==> src/rtl/nibble_serial_comparator.sv <==
// rtl/nibble_serial_comparator.sv - multi-cycle nibble-serial EQ/LT/LTU comparator
//
// Compares two WIDTH-bit operands DIGIT bits per cycle, least significant
// nibble first. The flags are resolved on the final (most significant) nibble.
//
// Ports:
//   CLK    - clock; all state changes on the rising edge
//   RST    - synchronous active-high reset (wins over START)
//   START  - compare request, accepted in IDLE or DONE
//   A, B   - operands, captured when START is accepted
//   BUSY   - high while nibbles are being processed (RUN)
//   VALID  - one-cycle pulse while in DONE; the flags are final
//   EQ     - A == B
//   LT     - A < B, two's-complement signed
//   LTU    - A < B, unsigned
module nibble_serial_comparator #(
  parameter int WIDTH = 32,
  parameter int DIGIT = 4
) (
  input  logic             CLK,
  input  logic             RST,
  input  logic             START,
  input  logic [WIDTH-1:0] A,
  input  logic [WIDTH-1:0] B,
  output logic             BUSY,
  output logic             VALID,
  output logic             EQ,
  output logic             LT,
  output logic             LTU
);

  localparam int NDIG = WIDTH / DIGIT;
  localparam int CW   = (NDIG > 1) ? $clog2(NDIG) : 1;

  localparam logic [1:0] S_IDLE = 2'd0;
  localparam logic [1:0] S_RUN  = 2'd1;
  localparam logic [1:0] S_DONE = 2'd2;

  // Flipping the nibble MSB maps two's-complement order onto unsigned order,
  // so the signed compare reuses the same unsigned magnitude comparator.
  localparam logic [DIGIT-1:0] SIGN_MASK = DIGIT'(1) << (DIGIT - 1);

  logic [1:0]       state;
  logic [WIDTH-1:0] a_sh;
  logic [WIDTH-1:0] b_sh;
  logic [CW-1:0]    cnt;
  logic             eq_acc;
  logic             lt_acc;

  logic [DIGIT-1:0] a_n;
  logic [DIGIT-1:0] b_n;
  logic             nib_eq;
  logic             nib_lt;
  logic             nib_lts;
  logic             last;

  assign a_n     = a_sh[DIGIT-1:0];
  assign b_n     = b_sh[DIGIT-1:0];
  assign nib_eq  = (a_n == b_n);
  assign nib_lt  = (a_n < b_n);
  assign nib_lts = ((a_n ^ SIGN_MASK) < (b_n ^ SIGN_MASK));
  assign last    = (cnt == CW'(NDIG - 1));

  assign BUSY  = (state == S_RUN);
  assign VALID = (state == S_DONE);

  always_ff @(posedge CLK) begin
    if (RST) begin
      state  <= S_IDLE;
      a_sh   <= '0;
      b_sh   <= '0;
      cnt    <= '0;
      eq_acc <= 1'b0;
      lt_acc <= 1'b0;
      EQ     <= 1'b0;
      LT     <= 1'b0;
      LTU    <= 1'b0;
    end else begin
      case (state)
        // DONE accepts START as well, giving back-to-back compares.
        S_IDLE, S_DONE: begin
          if (START) begin
            state  <= S_RUN;
            a_sh   <= A;
            b_sh   <= B;
            cnt    <= '0;
            eq_acc <= 1'b1;
            lt_acc <= 1'b0;
          end else begin
            state <= S_IDLE;
          end
        end
        S_RUN: begin
          eq_acc <= eq_acc & nib_eq;
          // A differing nibble overrides whatever the lower nibbles decided.
          if (!nib_eq) begin
            lt_acc <= nib_lt;
          end
          a_sh <= a_sh >> DIGIT;
          b_sh <= b_sh >> DIGIT;
          cnt  <= cnt + 1'b1;
          if (last) begin
            // Flags are written only here, so they never show partial results.
            state <= S_DONE;
            EQ    <= eq_acc & nib_eq;
            LTU   <= nib_eq ? lt_acc : nib_lt;
            LT    <= nib_eq ? lt_acc : nib_lts;
          end
        end
        default: state <= S_IDLE;
      endcase
    end
  end

endmodule

==> config.mk <==
export PLATFORM = sky130hd
export DESIGN_NAME = nibble_serial_comparator
export DESIGN_NICKNAME = d
export VERILOG_FILES = /design/src/rtl/nibble_serial_comparator.sv
export SDC_FILE = /design/constraint.sdc
export NUM_CORES = 1
export LEC_CHECK = 0
export ABC_CLOCK_PERIOD_IN_PS = 3200
export CORE_MARGIN = 3
export CORE_UTILIZATION = 54
export DETAILED_ROUTE_END_ITERATION = 10
export PLACE_DENSITY = 0.88
export SKIP_LAST_GASP = 1
export SYNTH_ARGS = -nofsm -noshare
export SYNTH_HDL_FRONTEND = slang
export SYNTH_SLANG_ARGS = --single-unit
==> constraint.sdc <==
create_clock -name CLK -period 3.2 [get_ports CLK]
set_input_delay 0.64 -clock CLK [delete_from_list [all_inputs] [get_ports CLK]]
set_output_delay 0.64 -clock CLK [all_outputs]
set_load 0.02 [all_outputs]
-- Yosys cells after proc, flatten, opt, wreduce, memory -nomap -nowiden
Index checks and enable logic that the tools add are counted.
- register bits: 74
- logic and storage cells: 41
- input bits: 67
- output and inout port bits: 5
- $lt $le $gt $ge: 2
- equality and inequality tests: 6
- add/subtract/negate cells: 1
- multiplexer cells: 15
- reductions and logical operators: 5
- bitwise gates (word level): 3
- operators with widths (kind ; count):
    one-hot mux 32 bit (2 select lines) ; 2
    2-to-1 mux 32 bit ; 2
    < comparator 4 bit ; 2
    one-hot mux 3 bit (2 select lines) ; 1
    2-to-1 mux 1 bit ; 5
    == test 4 bit ; 1
    one-hot mux 1 bit (2 select lines) ; 2
    one-hot mux 2 bit (2 select lines) ; 1
    AND reduction 2 bit ; 2
    adder 3 x 1 -> 3 bit (second input constant) ; 1
    == test 3 bit (second input constant) ; 1
    2-to-1 mux 3 bit ; 1
    == test 2 x 1 -> 1 bit (second input constant) ; 1
    == test 2 bit (second input constant) ; 1
    logical NOT 2 bit ; 1
    2-to-1 mux 2 bit ; 1
    != test 2 x 1 -> 1 bit (second input constant) ; 1
    != test 2 bit (second input constant) ; 1
    inverter 1 bit ; 2
    nonzero test 2 bit ; 1
    OR reduction 2 bit ; 1
    AND 1 bit ; 1

-- Longest topological paths before layout
Gate-level depths: netlist (run 1).
- word-level depth: 4
- gate-level depth with buffers: 6
- mapped depth without buffers: 6

-- Least setup slack after synthesis (run 1)
Ideal clock, no wire load.
- kind: input to register
- start: in START
- end: reg b_sh[3]
- required time: 3.068 ns
- setup time: 0.132 ns
- arrival: 1.401 ns
- stages on the path: 6
- slack: 1.667 ns
- path through: nor2b_1 buf_4 buf_2 nor2_1 a211oi_1 nor3_1
- word-level cells in the longest chain between the ends: 2
- RTL lines (item ; line ; source):
    start: declaration ; 22 ; input logic START,
    != test 2 bit (no line) ; n/a ;
    AND reduction 2 bit (no line) ; n/a ;
    end signal: assignment ; 100 ; b_sh <= b_sh >> DIGIT;
    end: declaration ; 45 ; logic [WIDTH-1:0] b_sh;
No other way between the ends.
A chain may end at the register's enable or synchronous reset.

-- Worst setup path in the final report (run 1)
- start: reg state[0]
- end: out BUSY
- word-level cells in the longest chain between the ends: 1
- RTL lines (item ; line ; source):
    start: declaration ; 43 ; logic [1:0] state;
    start signal: assignment ; 69 ; state <= S_IDLE;
    start signal: assignment ; 83 ; state <= S_RUN;
    start signal: assignment ; 90 ; state <= S_IDLE;
    == test 2 x 1 -> 1 bit ; 64 ; assign BUSY = (state == S_RUN);
    end: declaration ; 25 ; output logic BUSY,
No other way between the ends.

==> flow_summary_export.csv, run 1 <==
group,metric,value,unit
outcome,outcome,"completed",
pwr,p_sw,573,µW
pwr,p_seq_share,46.6,%
finish,nFillCells,409,
die,core.rowCount,27,
setup_path,path_class,"reg -> out",
global_routing,grt_pass1_vias,2628,
die,die_x,83.4,µm
placement,port_buffers,71,
sta,fin_skew,0.0112,ns
clock_tree,cts_buffer_depth,2,
global_routing,grt_pass1_wl,12400,µm
finish,area_delta_synth_final,28.0,%
sta,slew_headroom,31.7,%
setup_path,cp.required,2.56,ns
pwr,netSwitchingFraction,25.4,%
flow_run,drv_cap,0,
synth,synth.yosys.warnings,0,
pwr,p_int,1.68,mW
finish,drive_gt1_share,5.43,%
global_routing,track_usage,21.9,%
clock_tree,cts-root-buf,"clkbuf_8",
sta,grt_setup_unrepaired,"no",
pwr,p_per_area,545,nW/µm²
setup_path,critPathMaxFanout,14,
pwr,ir_drop,0.000386,V
drt,drc,0,
drt,drtPass1Iterations,5,
clock_tree,hold_buffers,0,
finish,final_area,4140,µm²
setup_path,cp-end-kind,"output pin",
drt,wl_per_cell,15.3,µm
synth,syn_inst,344,
placement,gp_congestion,0.840,
global_routing,antenna_found_initial,0,
synth,ys_seq_elements,74,
pwr,p_leak,1.66,nW
die,die-area,6960,µm²
pwr,clockPowerShare,36.3,%
placement,dp.final_hpwl,4720,µm
pwr,p_total,2.26,mW
synth,synth.distinct_cells,22,
clock_tree,numCtsBuffers,9,
finish,final_common_cell,"nor2_1",
synth,syn_avg_cell_area,9.41,µm²
clock_tree,cts_resized,0,
clock_tree,cts_tree,"yes",
clock_tree,htreeDepth,3,
sta,tns,0,ns
drt,num_vias,2622,
synth,synth.yosys.seq_area_share,45.8,%
sta,finalMaxSlewViolations,0,
pwr,power_frac_comb,17.1,%
drt,ant_nets,0,
finish,final_cell_mix,"81 x nor2_1, 74 x dfxtp_1, 70 x clkdlybuf4s50_1",
die,initial_core_util,57.4,%
clock_tree,clkLatencyLatePin,0.34,ns
clock_tree,clk_pin_slew_worst_paths,0.07,ns
drt,drt-total-wl,7280,µm
setup_path,worstPathArrival,1.86,ns
synth,syn_nets,418,
finish,fin_nets,474,
sta,tightest_slew,1.02,ns
sta,setup_viol_count_final,0,
setup_path,start_kind,"flip-flop",
clock_tree,postCtsSetupRepairBufs,0,
finish,n_antenna_cell,0,
sta,finalHoldViolCount,0,
die,io_pins,72,
drt,first_iter_violations,225,
hold_path,min_path_type,"reg -> reg",
global_routing,grt_max_degree,112,
sta,min_period,2.50,ns
placement,dpl_cell_area,3910,µm²
sta,max_freq,401,MHz
sta,post-route-period-util,78.0,%
synth,syn_area,3240,µm²
clock_tree,cts_sinks,74,
die,fp.coreArea,5640,µm²
die,chipHeight,83.4,µm
global_routing,overflow,0,
drt,viasPerCell,5.50,
power groups by stage:
stage	Sequential [mW]	Clock, mW	Combinational (mW)
2_1_floorplan	1.05	0	0.263
3_3_place_gp	1.07	0	0.368
3_5_place_dp	1.07	0	0.381
4_1_cts	1.05	0.834	0.389
5_1_grt	1.06	0.872	0.429
6_report	1.05	0.819	0.386
area by class of cell:
type                    count  area [µm²]  share of cell area [%]
clock buffers              12         155                    3.75
clock inverters             4        73.8                    1.78
inverters                   6        22.5                   0.544
multi-input cells         234        1580                    38.2
flip-flops and latches     74        1480                    35.8
well taps                  72        90.1                    2.18
repair buffers             75         736                    17.8
synthesized netlist by cell type:
cell | number | share of area, %
nor2_1 | 81 | 9.4
dfxtp_1 | 74 | 46
a211oi_1 | 59 | 14
mux2i_1 | 51 | 16
clkbuf_1 | 15 | 1.7
a22oi_1 | 10 | 2.3
buf_2 | 9 | 1.4
ha_1 | 7 | 2.7
a21oi_1 | 6 | 0.93
inv_1 | 6 | 0.70
buf_6 | 5 | 1.7
nor3_1 | 5 | 0.77
o21ai_0 | 3 | 0.46
nand2_1 | 2 | 0.23
nand2b_1 | 2 | 0.39
nor2b_1 | 2 | 0.39
o21bai_1 | 2 | 0.46
and2_0 | 1 | 0.19
and4_1 | 1 | 0.27
buf_4 | 1 | 0.23
nand4_1 | 1 | 0.19
o21a_1 | 1 | 0.23
registers in the layout (all words and copies together) (netlist names):
register	cells
LT	1
cnt	3
a_sh	32
eq_acc	1
EQ	1
b_sh	32
lt_acc	1
LTU	1
state	2
logic make-up after synthesis:
family                     Yosys count  share of synthesized area [%]
buffers and inverters               36                           5.80
muxes                               51                           15.8
adders and majority gates            7                           2.71
DFF                                 74                           45.8
AOI/OAI and AO/OA                   81                           18.1
and+or+nand+nor                     95                           11.8
stage by stage:
| stage | setup slack (ns) | utilization, % | cells | hold WS, ns |
|---|---|---|---|---|
| 2_1_floorplan | 1.67 | - | 344 | 0.450 |
| 3_3_place_gp | 0.869 | 69.3 | 461 | 0.438 |
| 3_5_place_dp | 0.815 | 69.3 | 461 | 0.446 |
| 4_1_cts | 0.698 | 73.4 | 477 | 0.455 |
| 5_1_grt | 0.646 | 73.4 | 477 | 0.489 |
| 6_report | 0.705 | 73.4 | 477 | 0.454 |
path summary, 6_finish.rpt:
| check | slack [ns] | start | endpoint | cells past startpoint |
|---|---|---|---|---|
| worst min-delay path | 0.45 | EQ | EQ | 2 |
| worst max-delay path | 0.70 | state[0] | BUSY | 3 |
| worst max register to register | 1.35 | state[1] | lt_acc | 5 |
| worst min register to register | 0.45 | EQ | EQ | 2 |
critical path, cell delays in order (launching register included):
cell	delay (ns)
dfxtp_1	0.44
nand2b_4	0.07
inv_1	0.32
clkdlybuf4s50_1	0.69
per-layer routing:
metal / track usage (%) / routed length (µm) / vias to the layer above / share of wire [%]
li1: - / - / 1341 / -
met5: 0 / 0 / - / 0
met4: 11.1 / 201 / 0 / 2.8
met2: 36.0 / 3620 / 80 / 50
met1: 27.8 / 3130 / 1181 / 43
met3: 3.37 / 335 / 20 / 4.6
Note: power is estimated with default switching activity, not from simulation.
==> inputs of run 2 (changes only) <==
--- a/config.mk
+++ b/config.mk
@@ -5,11 +5,11 @@
 export SDC_FILE = /design/constraint.sdc
 export NUM_CORES = 1
 export LEC_CHECK = 0
-export ABC_CLOCK_PERIOD_IN_PS = 3200
+export ABC_CLOCK_PERIOD_IN_PS = 2100
 export CORE_MARGIN = 3
-export CORE_UTILIZATION = 54
+export CORE_UTILIZATION = 45
 export DETAILED_ROUTE_END_ITERATION = 10
-export PLACE_DENSITY = 0.88
+export PLACE_DENSITY = 0.78
 export SKIP_LAST_GASP = 1
 export SYNTH_ARGS = -nofsm -noshare
 export SYNTH_HDL_FRONTEND = slang
==> constraint.sdc (replaced) <==
create_clock -name CLK -period 2.1 [get_ports CLK]
set_input_delay 0.42 -clock CLK [delete_from_list [all_inputs] [get_ports CLK]]
set_output_delay 0.42 -clock CLK [all_outputs]
set_load 0.02 [all_outputs]
==> flow_summary_export.csv, run 2 (same netlist as run 1, synthesis figures left out) <==
group,metric,value,unit
outcome,outcome,"completed",
die,die_x,90.8,µm
finish,largestRegisters,"a_sh: 32 flops, b_sh: 32 flops, cnt: 3 flops",
global_routing,track_usage,17.6,%
finish,drive_gt1_share,6.13,%
setup_path,cp.required,1.68,ns
clock_tree,cts_tree,"yes",
sta,grt_setup_unrepaired,"no",
drt,drt-total-wl,7050,µm
setup_path,slowest_delay,0.60,ns
placement,gp_congestion,0.744,
setup_path,cp-end-kind,"output pin",
clock_tree,cts_buffer_depth,2,
sta,post-route-period-util,94.1,%
die,fp.coreArea,6870,µm²
flow_run,drv_cap,0,
drt,wl_per_cell,14.0,µm
pwr,ir_drop,0.000348,V
sta,finalMaxSlewViolations,0,
setup_path,worstPathArrival,1.56,ns
finish,fin_nets,477,
global_routing,grt_max_degree,112,
sta,finalHoldViolCount,0,
clock_tree,cts-root-buf,"clkbuf_8",
die,core.rowCount,30,
drt,first_iter_violations,202,
sta,holdWs,0.462,ns
sta,setup_viol_count_final,0,
drt,viasPerCell,5.20,
setup_path,start_kind,"flip-flop",
drt,ant_nets,0,
sta,max_freq,506,MHz
hold_path,min_path_type,"reg -> reg",
clock_tree,postCtsSetupRepairBufs,0,
pwr,p_per_area,814,nW/µm²
sta,fin_skew,0.0139,ns
sta,min_period,1.98,ns
placement,dp.final_hpwl,4770,µm
drt,drc,0,
drt,num_vias,2619,
clock_tree,numCtsBuffers,9,
drt,drtPass1Iterations,5,
global_routing,overflow,0,
die,chipHeight,90.8,µm
placement,port_buffers,71,
setup_path,crit_slowest_cell,"clkdlybuf4s50_1",
die,initial_core_util,47.1,%
finish,final_cell_mix,"81 x nor2_1, 74 x dfxtp_1, 70 x clkdlybuf4s50_1",
global_routing,antenna_found_initial,0,
die,die-area,8240,µm²
global_routing,grt_pass1_wl,11700,µm
clock_tree,cts_resized,0,
sta,tightest_slew,0.504,ns
clock_tree,clkLatencyLatePin,0.35,ns
finish,n_antenna_cell,0,
sta,slew_headroom,66.4,%
finish,final_common_cell,"nor2_1",
pwr,p_leak,1.70,nW
finish,area_delta_synth_final,31.1,%
setup_path,path_class,"reg -> out",
global_routing,grt_pass1_vias,2403,
clock_tree,hold_buffers,0,
clock_tree,htreeDepth,3,
sta,tns,0,ns
clock_tree,clk_pin_slew_worst_paths,0.07,ns
clock_tree,cts_sinks,74,
setup_path,crit_chain,"nand2b_4 -> inv_1 -> clkdlybuf4s50_1",
die,io_pins,72,
setup_path,critPathMaxFanout,3,
-- run 2: critical path: cells and delay by family (launching register included) --
family / cells / cell delay [ns]
and+or+nand+nor: 1 / 0.09
DFF: 1 / 0.44
buffers and inverters: 2 / 0.67
-- run 2: final timing paths --
check             cells past startpoint      from    to  slack (ns)
hold / removal                        2        EQ    EQ        0.46
setup reg to reg                      6   a_sh[0]   LTU        0.46
hold reg to reg                       2        EQ    EQ        0.46
setup / recovery                      3  state[0]  BUSY        0.12
-- run 2: layer usage --
layer / part of all wire (%) / vias to the layer above / track usage [%]
met4: 2.3 / 0 / 9.67
met3: 4.4 / 11 / 3.58
li1: - / 1344 / -
met5: 0 / - / 0
met1: 48 / 1202 / 24.8
met2: 45 / 62 / 25.1
-- run 2: cell type report --
| cell class | instances | area, µm² |
|---|---|---|
| Clock buffer | 12 | 155 |
| Clock inverter | 4 | 73.8 |
| Fill cell | 577 | 2630 |
| Inverter | 6 | 22.5 |
| Multi-Input combinational cell | 234 | 1580 |
| Sequential cell | 74 | 1480 |
| Tap cell | 96 | 120 |
| Timing Repair Buffer | 78 | 808 |
-- run 2: report_power, final --
| part | switching (mW) | internal (mW) |
|---|---|---|
| Clock | 0.519 | 0.735 |
| Combinational | 0.287 | 0.315 |
| Sequential | 0.0676 | 1.53 |
| Total | 0.874 | 2.58 |
-- run 2: metrics by stage --
step / cells / util, % / power (mW) / cell area [µm²] / setup WS (ns)
2_1_floorplan: 344 / - / 2.01 / 3240 / 0.656
3_3_place_gp: 488 / 58.4 / 2.21 / 4010 / 0.227
3_5_place_dp: 488 / 58.4 / 2.23 / 4010 / 0.162
6_report: 504 / 61.8 / 3.45 / 4240 / 0.124
5_1_grt: 504 / 61.8 / 3.62 / 4240 / 0.0540
4_1_cts: 504 / 61.8 / 3.48 / 4240 / 0.101
